[config.mk]
export PLATFORM = sky130hd
export DESIGN_NAME = instr_fetch_flat
export DESIGN_NICKNAME = d
export VERILOG_FILES = /design/src/rtl/instr_fetch_pkg.sv /design/src/rtl/instr_fetch_if.sv /design/src/rtl/fetch_timeout_ctr.sv /design/src/rtl/instr_fetch.sv /design/src/flat_wrapper.sv
export SDC_FILE = /design/constraint.sdc
export NUM_CORES = 1
export LEC_CHECK = 0
export ABC_CLOCK_PERIOD_IN_PS = 3000
export CORE_AREA = 5 5 156 158
export CTS_CLUSTER_SIZE = 14
export DETAILED_ROUTE_END_ITERATION = 10
export DIE_AREA = 0 0 161 163
export PLACE_DENSITY = 0.69
export SLEW_MARGIN = 20
export SYNTH_ARGS = -nofsm -noshare
export SYNTH_HDL_FRONTEND = slang
export SYNTH_HIERARCHICAL = 1
export SYNTH_SLANG_ARGS = --single-unit
[constraint.sdc]
create_clock -name clk -period 3 [get_ports clk]
set_clock_uncertainty 0.05 [all_clocks]
set_input_delay 0.3 -clock clk [delete_from_list [all_inputs] [get_ports clk]]
set_output_delay 0.3 -clock clk [all_outputs]
set_load 0.005 [all_outputs]
[src/rtl/instr_fetch_pkg.sv]
// Shared definitions for the fetch stage.
//   ctx_state_t  : pipeline position of a context (S_FETCH, S_DECODE, ...)
//   exc_code_t   : exception cause codes (EX_ADEL = misaligned fetch/load)
//   context_t    : the per-instruction context passed between stages
//   ctr_width()  : counter width for a given timeout (at least 1 bit)
//   pc_misaligned(): true when the low pc bits are not word aligned
package instr_fetch_pkg;

    typedef enum logic [3:0] {
        S_UNKNOWN   = 4'd0,
        S_FETCH     = 4'd1,
        S_DECODE    = 4'd2,
        S_EXECUTE   = 4'd3,
        S_WRITEBACK = 4'd4,
        S_EXCEPTION = 4'd5
    } ctx_state_t;

    typedef enum logic [4:0] {
        EX_NONE = 5'd0,
        EX_ADEL = 5'd4,
        EX_ADES = 5'd5
    } exc_code_t;

    typedef struct packed {
        exc_code_t code;
    } exception_t;

    typedef struct packed {
        logic [31:0] imm;
        exception_t  exception;
    } args_t;

    typedef struct packed {
        logic [31:0]      pc;
        logic [31:0]      instr;
        ctx_state_t       state;
        logic [1:0][31:0] r;
        args_t            args;
    } context_t;

    // A zero timeout still needs a 1-bit counter so the port widths stay legal.
    function automatic int unsigned ctr_width(input int unsigned t);
        return (t == 0) ? 1 : $clog2(t + 1);
    endfunction

    function automatic logic pc_misaligned(input logic [1:0] pc_lo);
        return pc_lo != 2'b00;
    endfunction

endpackage

[src/rtl/instr_fetch_if.sv]
// Handshake and instruction-bus bundle of the fetch stage.
//   master : the fetch stage itself (drives in_ready, ireq_*, out_*)
//   slave  : its surroundings (upstream producer, instruction bus, downstream)
interface instr_fetch_if;
    import instr_fetch_pkg::*;

    logic        in_valid;
    logic        in_ready;
    context_t    ctx;

    logic        ireq_valid;
    logic [31:0] ireq_addr;
    logic        iresp_addr_ok;
    logic        iresp_data_ok;
    logic [31:0] iresp_data;

    logic        out_valid;
    logic        out_ready;
    context_t    out;

    modport master (
        input  in_valid, ctx, iresp_addr_ok, iresp_data_ok, iresp_data, out_ready,
        output in_ready, ireq_valid, ireq_addr, out_valid, out
    );

    modport slave (
        output in_valid, ctx, iresp_addr_ok, iresp_data_ok, iresp_data, out_ready,
        input  in_ready, ireq_valid, ireq_addr, out_valid, out
    );

endinterface

[src/rtl/fetch_timeout_ctr.sv]
// Wait-cycle counter for the fetch stage's data phase.
//   clk, reset : clock, synchronous active-high reset
//   i_clr      : clear (asserted on entry to the data-wait state)
//   i_inc      : count this cycle (asserted while waiting for data)
//   o_expired  : this wait cycle is the TIMEOUT-th one; never set if TIMEOUT==0
module fetch_timeout_ctr
    import instr_fetch_pkg::*;
#(
    parameter int unsigned TIMEOUT = 255
) (
    input  logic clk,
    input  logic reset,
    input  logic i_clr,
    input  logic i_inc,
    output logic o_expired
);

    localparam int unsigned CW = ctr_width(TIMEOUT);
    localparam logic [CW-1:0] LAST = CW'((TIMEOUT == 0) ? 0 : TIMEOUT - 1);
    localparam logic [CW-1:0] MAX  = '1;

    logic [CW-1:0] r_count;

    always_ff @(posedge clk) begin
        if (reset || i_clr) begin
            r_count <= '0;
        end else if (i_inc && (r_count != MAX)) begin
            r_count <= r_count + CW'(1);
        end
    end

    // The count holds the number of wait cycles already finished, so the
    // increment in the cycle where it equals TIMEOUT-1 is the one that
    // reaches TIMEOUT.
    assign o_expired = (TIMEOUT != 0) && i_inc && (r_count == LAST);

endmodule

[src/rtl/instr_fetch.sv]
// Sequential instruction fetch stage.
// Takes one context in S_FETCH, reads the word at ctx.pc over the instruction
// bus, stores it in ctx.instr and hands the context on in S_DECODE.
// Misaligned pc -> S_EXCEPTION/EX_ADEL without touching the bus.
// No data within TIMEOUT wait cycles -> S_UNKNOWN, and the late response is
// dropped before another request is issued.
//   clk, reset : clock, synchronous active-high reset
//   bus        : in_* (context in), ireq_*/iresp_* (instruction bus),
//                out_* (context out), all registered on the stage side
module instr_fetch
    import instr_fetch_pkg::*;
#(
    parameter int unsigned TIMEOUT = 255
) (
    input  logic          clk,
    input  logic          reset,
    instr_fetch_if.master bus
);

    typedef enum logic [1:0] {
        F_IDLE = 2'd0,
        F_REQ  = 2'd1,
        F_WAIT = 2'd2,
        F_HOLD = 2'd3
    } fetch_state_t;

    fetch_state_t r_state;
    context_t     r_ctx;
    logic         r_in_ready;
    logic         r_ireq_valid;
    logic         r_out_valid;
    logic         r_drain;

    logic w_ctr_clr;
    logic w_ctr_inc;
    logic w_expired;
    logic w_drain_clr;

    assign w_ctr_clr   = (r_state == F_REQ) && bus.iresp_addr_ok;
    assign w_ctr_inc   = (r_state == F_WAIT);
    // The first data_ok after a timeout belongs to the abandoned request.
    assign w_drain_clr = r_drain && bus.iresp_data_ok;

    fetch_timeout_ctr #(
        .TIMEOUT (TIMEOUT)
    ) u_ctr (
        .clk       (clk),
        .reset     (reset),
        .i_clr     (w_ctr_clr),
        .i_inc     (w_ctr_inc),
        .o_expired (w_expired)
    );

    always_ff @(posedge clk) begin
        if (reset) begin
            r_state      <= F_IDLE;
            r_ctx        <= '0;
            r_in_ready   <= 1'b1;
            r_ireq_valid <= 1'b0;
            r_out_valid  <= 1'b0;
            r_drain      <= 1'b0;
        end else begin
            if (w_drain_clr) begin
                r_drain <= 1'b0;
            end

            unique case (r_state)
                F_IDLE: begin
                    if (r_in_ready && bus.in_valid) begin
                        r_in_ready <= 1'b0;
                        r_ctx      <= bus.ctx;
                        if (pc_misaligned(bus.ctx.pc[1:0])) begin
                            r_ctx.state               <= S_EXCEPTION;
                            r_ctx.args.exception.code <= EX_ADEL;
                            r_out_valid               <= 1'b1;
                            r_state                   <= F_HOLD;
                        end else begin
                            r_ireq_valid <= 1'b1;
                            r_state      <= F_REQ;
                        end
                    end else begin
                        // Stay closed until any outstanding late response is gone.
                        r_in_ready <= !r_drain || w_drain_clr;
                    end
                end

                F_REQ: begin
                    if (bus.iresp_addr_ok) begin
                        r_ireq_valid <= 1'b0;
                        if (bus.iresp_data_ok) begin
                            r_ctx.instr <= bus.iresp_data;
                            r_ctx.state <= S_DECODE;
                            r_out_valid <= 1'b1;
                            r_state     <= F_HOLD;
                        end else begin
                            r_state <= F_WAIT;
                        end
                    end
                end

                F_WAIT: begin
                    // Data arriving in the expiring cycle still wins.
                    if (bus.iresp_data_ok) begin
                        r_ctx.instr <= bus.iresp_data;
                        r_ctx.state <= S_DECODE;
                        r_out_valid <= 1'b1;
                        r_state     <= F_HOLD;
                    end else if (w_expired) begin
                        r_ctx.state <= S_UNKNOWN;
                        r_drain     <= 1'b1;
                        r_out_valid <= 1'b1;
                        r_state     <= F_HOLD;
                    end
                end

                F_HOLD: begin
                    if (bus.out_ready) begin
                        r_out_valid <= 1'b0;
                        r_state     <= F_IDLE;
                        r_in_ready  <= !r_drain || w_drain_clr;
                    end
                end

                default: r_state <= F_IDLE;
            endcase
        end
    end

    assign bus.in_ready   = r_in_ready;
    assign bus.ireq_valid = r_ireq_valid;
    assign bus.ireq_addr  = r_ctx.pc;
    assign bus.out_valid  = r_out_valid;
    assign bus.out        = r_ctx;

endmodule
[src/flat_wrapper.sv]
// flat-port wrapper written by rule: the top's interface ports become plain ports
module instr_fetch_flat import instr_fetch_pkg::*;
#(
    parameter int unsigned TIMEOUT = 255
)
  (clk, reset, bus_in_valid, bus_ctx, bus_iresp_addr_ok, bus_iresp_data_ok, bus_iresp_data, bus_out_ready, bus_in_ready, bus_ireq_valid, bus_ireq_addr, bus_out_valid, bus_out);
  instr_fetch_if bus_i ();
  input  logic clk;
  input  logic reset;
  input wire logic [$bits(bus_i.in_valid)-1:0] bus_in_valid;
  input wire logic [$bits(bus_i.ctx)-1:0] bus_ctx;
  input wire logic [$bits(bus_i.iresp_addr_ok)-1:0] bus_iresp_addr_ok;
  input wire logic [$bits(bus_i.iresp_data_ok)-1:0] bus_iresp_data_ok;
  input wire logic [$bits(bus_i.iresp_data)-1:0] bus_iresp_data;
  input wire logic [$bits(bus_i.out_ready)-1:0] bus_out_ready;
  output wire logic [$bits(bus_i.in_ready)-1:0] bus_in_ready;
  output wire logic [$bits(bus_i.ireq_valid)-1:0] bus_ireq_valid;
  output wire logic [$bits(bus_i.ireq_addr)-1:0] bus_ireq_addr;
  output wire logic [$bits(bus_i.out_valid)-1:0] bus_out_valid;
  output wire logic [$bits(bus_i.out)-1:0] bus_out;
  assign bus_i.in_valid = bus_in_valid;
  assign bus_i.ctx = bus_ctx;
  assign bus_i.iresp_addr_ok = bus_iresp_addr_ok;
  assign bus_i.iresp_data_ok = bus_iresp_data_ok;
  assign bus_i.iresp_data = bus_iresp_data;
  assign bus_i.out_ready = bus_out_ready;
  assign bus_in_ready = bus_i.in_ready;
  assign bus_ireq_valid = bus_i.ireq_valid;
  assign bus_ireq_addr = bus_i.ireq_addr;
  assign bus_out_valid = bus_i.out_valid;
  assign bus_out = bus_i.out;
  instr_fetch #(.TIMEOUT(TIMEOUT)) u_core (.clk(clk), .reset(reset), .bus(bus_i));
endmodule
==> results.md <==
* Vias in the first global route at 7140
* Flops & latches, synth at approximately 180
* Setup CP Type: register to register
* Syn Area/Cell at 8.34 um^2
* DR WL/cell at 16.6 um
* FF-to-FF setup slack at between 0.6 and 0.7 ns
* Cell Rows at 56
* Crit-path max FO at 14
* Compound-cell area share of the yosys netlist at 0.213
* GR Overflow Total at 0
* Hold Vio Cnt, Final at 0
* Synth Area in Adders at 0.0102
* Top-count cell post-synth: nand2_1
* Die H at 163 um
* Slew Limit Fails at 0
* Post-DP HPWL at around 19000 um
* Worst VDD drop at around 0.39 mV
* Root Driver: clkbuf_16
* Setup_tns at 0 ns
* Power Dens Cells at a little under 800 mW/mm^2
* 1st-pass router iterations at 4
* DRC at 0
* Mapped Cells at between 800 and 900
* WHS Path Cells at 2
* Layout cell share with drive strength beyond 1 at 0.0710
* Req. time, crit path at roughly 3.3 ns
* Area of the core at around 0.023 mm^2
* Final Cycle Share at 0.797
* Post-synth EDFFs at 0
* Synth Area in Simple Gates at 0.195
* Post-synthesis xor/xnor area fraction at 0
* Top post-synthesis cells by count: 270 x nand2_1, 183 x dfxtp_1, 142 x a21oi_1
* Async S/R FF share, synth at 0
* Reg2Reg Capture Point: u_core/bus.out_valid
* Worst-margin pin slew at 0.686 ns
* Slew headroom at 0.541
* Post-synthesis sequential area ratio at 0.499
* Worst Setup SP: u_core/r_state[0]
* MaxCap Viol Count at 0
* Nets at between 1k and 1.5k
* Synth-to-layout area growth at 63.9%
* Top cells by area, synth: dfxtp_1 50%, nand2_1 14%, a21oi_1 9.7%, a211oi_2 4.8%, buf_4 3.6%
* Global-route wire length before repair at just under 40000 um
* Port buffer count at just over 400
* Die area at about 0.026 mm^2
* DR vias/cell at about 4.7
* Worst-Skew Late Latency at 0.42 ns
* Mapped cell area at between 0.007 and 0.008 mm^2
* Synthesized Nets at approximately 1.1k
* CTS resizes at 0
* Initial DRC count at 546
* Cells on worst reg2reg path at 8
* CTS buffer count at 17
* Post-Layout Cell Count at 1530
* Diode count at 0
* Origin of the critical flop-to-flop path: u_core/r_state[0]
* Hold path endpoint: u_core/bus.out[51]
* Synth area leader: dfxtp_1
* Die X at between 150 and 200 um
* # placed instances at about 1.5k
* Main synth FF type: dfxtp_1
* Vias at a little over 7k
* Final WL at roughly 25000 um
* Unrepaired setup endpoints after global routing: false
* Largest family of logic cells by synthesized area: compound AO/OA/AOI/OAI gates
* Initial antenna violation count at 1
* Leakage power at ~4.2 nW
* Status: finished, final reports clean
* Clock Tree Buf Depth at 2
* Count of different cell masters after synthesis at 42
* CP Launch Type: register
* Final ANT Viol Nets at 0
* Clk sink count at approximately 180
* Initial Utilization at 0.320
* Fmax achieved at around 420 MHz
* CP Data Arrival Time at 2.67 ns
* Hold_buf cts at 0
* Post-CTS Setup Repair Bufs at 0
* Worst min-delay path startpoint: reset
* Worst min path class: input port to register
* H-tree levels at 4
* CTS tree: built
* Final Wtd Congestion at 0.806
* Clock transition at path regs at ~0.070 ns
* Post-route minimum period at between 2 and 2.5 ns
* Multiplexer share of the synthesized area at 0.00818
* Crit. End Element: register
* Ys Warns at 6
* Final setup violating endpoints at 0
* Area share of the largest cell type after synthesis at 0.499
* I/O pins at 411
* Largest net degree at the start of global routing at roughly 100
* Total global-route track usage at 0.185
==> cells in the final DEF, fill, tap and decap left out, types with 9 or more instances in the layout <==
| cell type | count |
|---|---|
| clkdlybuf4s50_1 | 409 |
| nand2_1 | 270 |
| dfxtp_1 | 183 |
| a21oi_1 | 142 |
| nor2_1 | 41 |
| a22oi_1 | 33 |
| a211oi_2 | 28 |
| clkbuf_16 | 17 |
| a211oi_1 | 11 |
| buf_4 | 9 |
==> area by class of cell <==
type | count | area [um^2]
flip-flops and latches | 183 | 3660
clock buffers | 18 | 429
clock inverters | 14 | 148
multi-input cells | 595 | 3150
well taps | 290 | 363
fillers | 2149 | 10900
repair buffers | 423 | 4250
inverters | 7 | 26.3
==> layer usage <==
layer,part of all wire,GRT usage,up-vias
met2,0.50,0.321,242
met4,0.014,0.0461,2
met1,0.41,0.218,3352
met3,0.078,0.0696,23
li1,-,-,3634
met5,0.00028,0,-
==> worst max-delay path, cell delays in order, from the launching register on <==
cell and delay [ns]:
dfxtp_1 0.34, inv_1 0.09, ha_1 0.44, nand2_1 0.09
nor3_1 0.35, nor3b_1 0.11, nor4_2 0.47, a21oi_1 0.12
a311oi_1 0.24
==> metrics by stage <==
stage               setup slack [ns]  utilization  cell area [um^2]  power [mW]  hold WS [ns]
floorplan                      0.956            -              7340        5.43         0.386
global placement               0.762        0.499             11500        7.26         0.389
detailed placement             0.637        0.499             11500        7.31         0.395
CTS                            0.617        0.524             12000        9.60         0.270
global route                   0.330        0.524             12000        10.1         0.290
finish                         0.608        0.524             12000        9.47         0.286
==> worst max-delay path by stage <==
stage / end / cells after the start / slack [ns]
after floorplan: u_core/bus.out_valid / 8 / 0.96
after global placement: u_core/bus.out_valid / 8 / 0.76
after detailed placement: u_core/bus.out_valid / 8 / 0.64
after CTS: u_core/bus.out_valid / 8 / 0.62
after global routing: u_core/r_state[0] / 8 / 0.33
final: u_core/bus.out_valid / 8 / 0.61
==> flip-flops by register name (all words and copies together) (netlist names) <==
register,count
u_core/bus.in_ready,1
u_core/bus.ireq_addr,32
u_core/bus.ireq_valid,1
u_core/bus.out,137
u_core/bus.out_valid,1
u_core/r_drain,1
u_core/r_state,2
u_core/u_ctr/r_count,8
==> cell families after synthesis <==
family	Yosys count
flip-flops	183
adder cells (fa/ha/maj)	6
buffers and inverters	102
AO/OA/AOI/OAI	234
multiplexers	6
AND/OR/NAND/NOR	349
==> power by group <==
part	internal (mW)	switching [mW]	total, mW
Sequential	2.98	0.320	3.30
Clock	1.18	1.06	2.24
Combinational	2.02	1.91	3.93
Note: power is estimated with default switching activity, not from simulation.
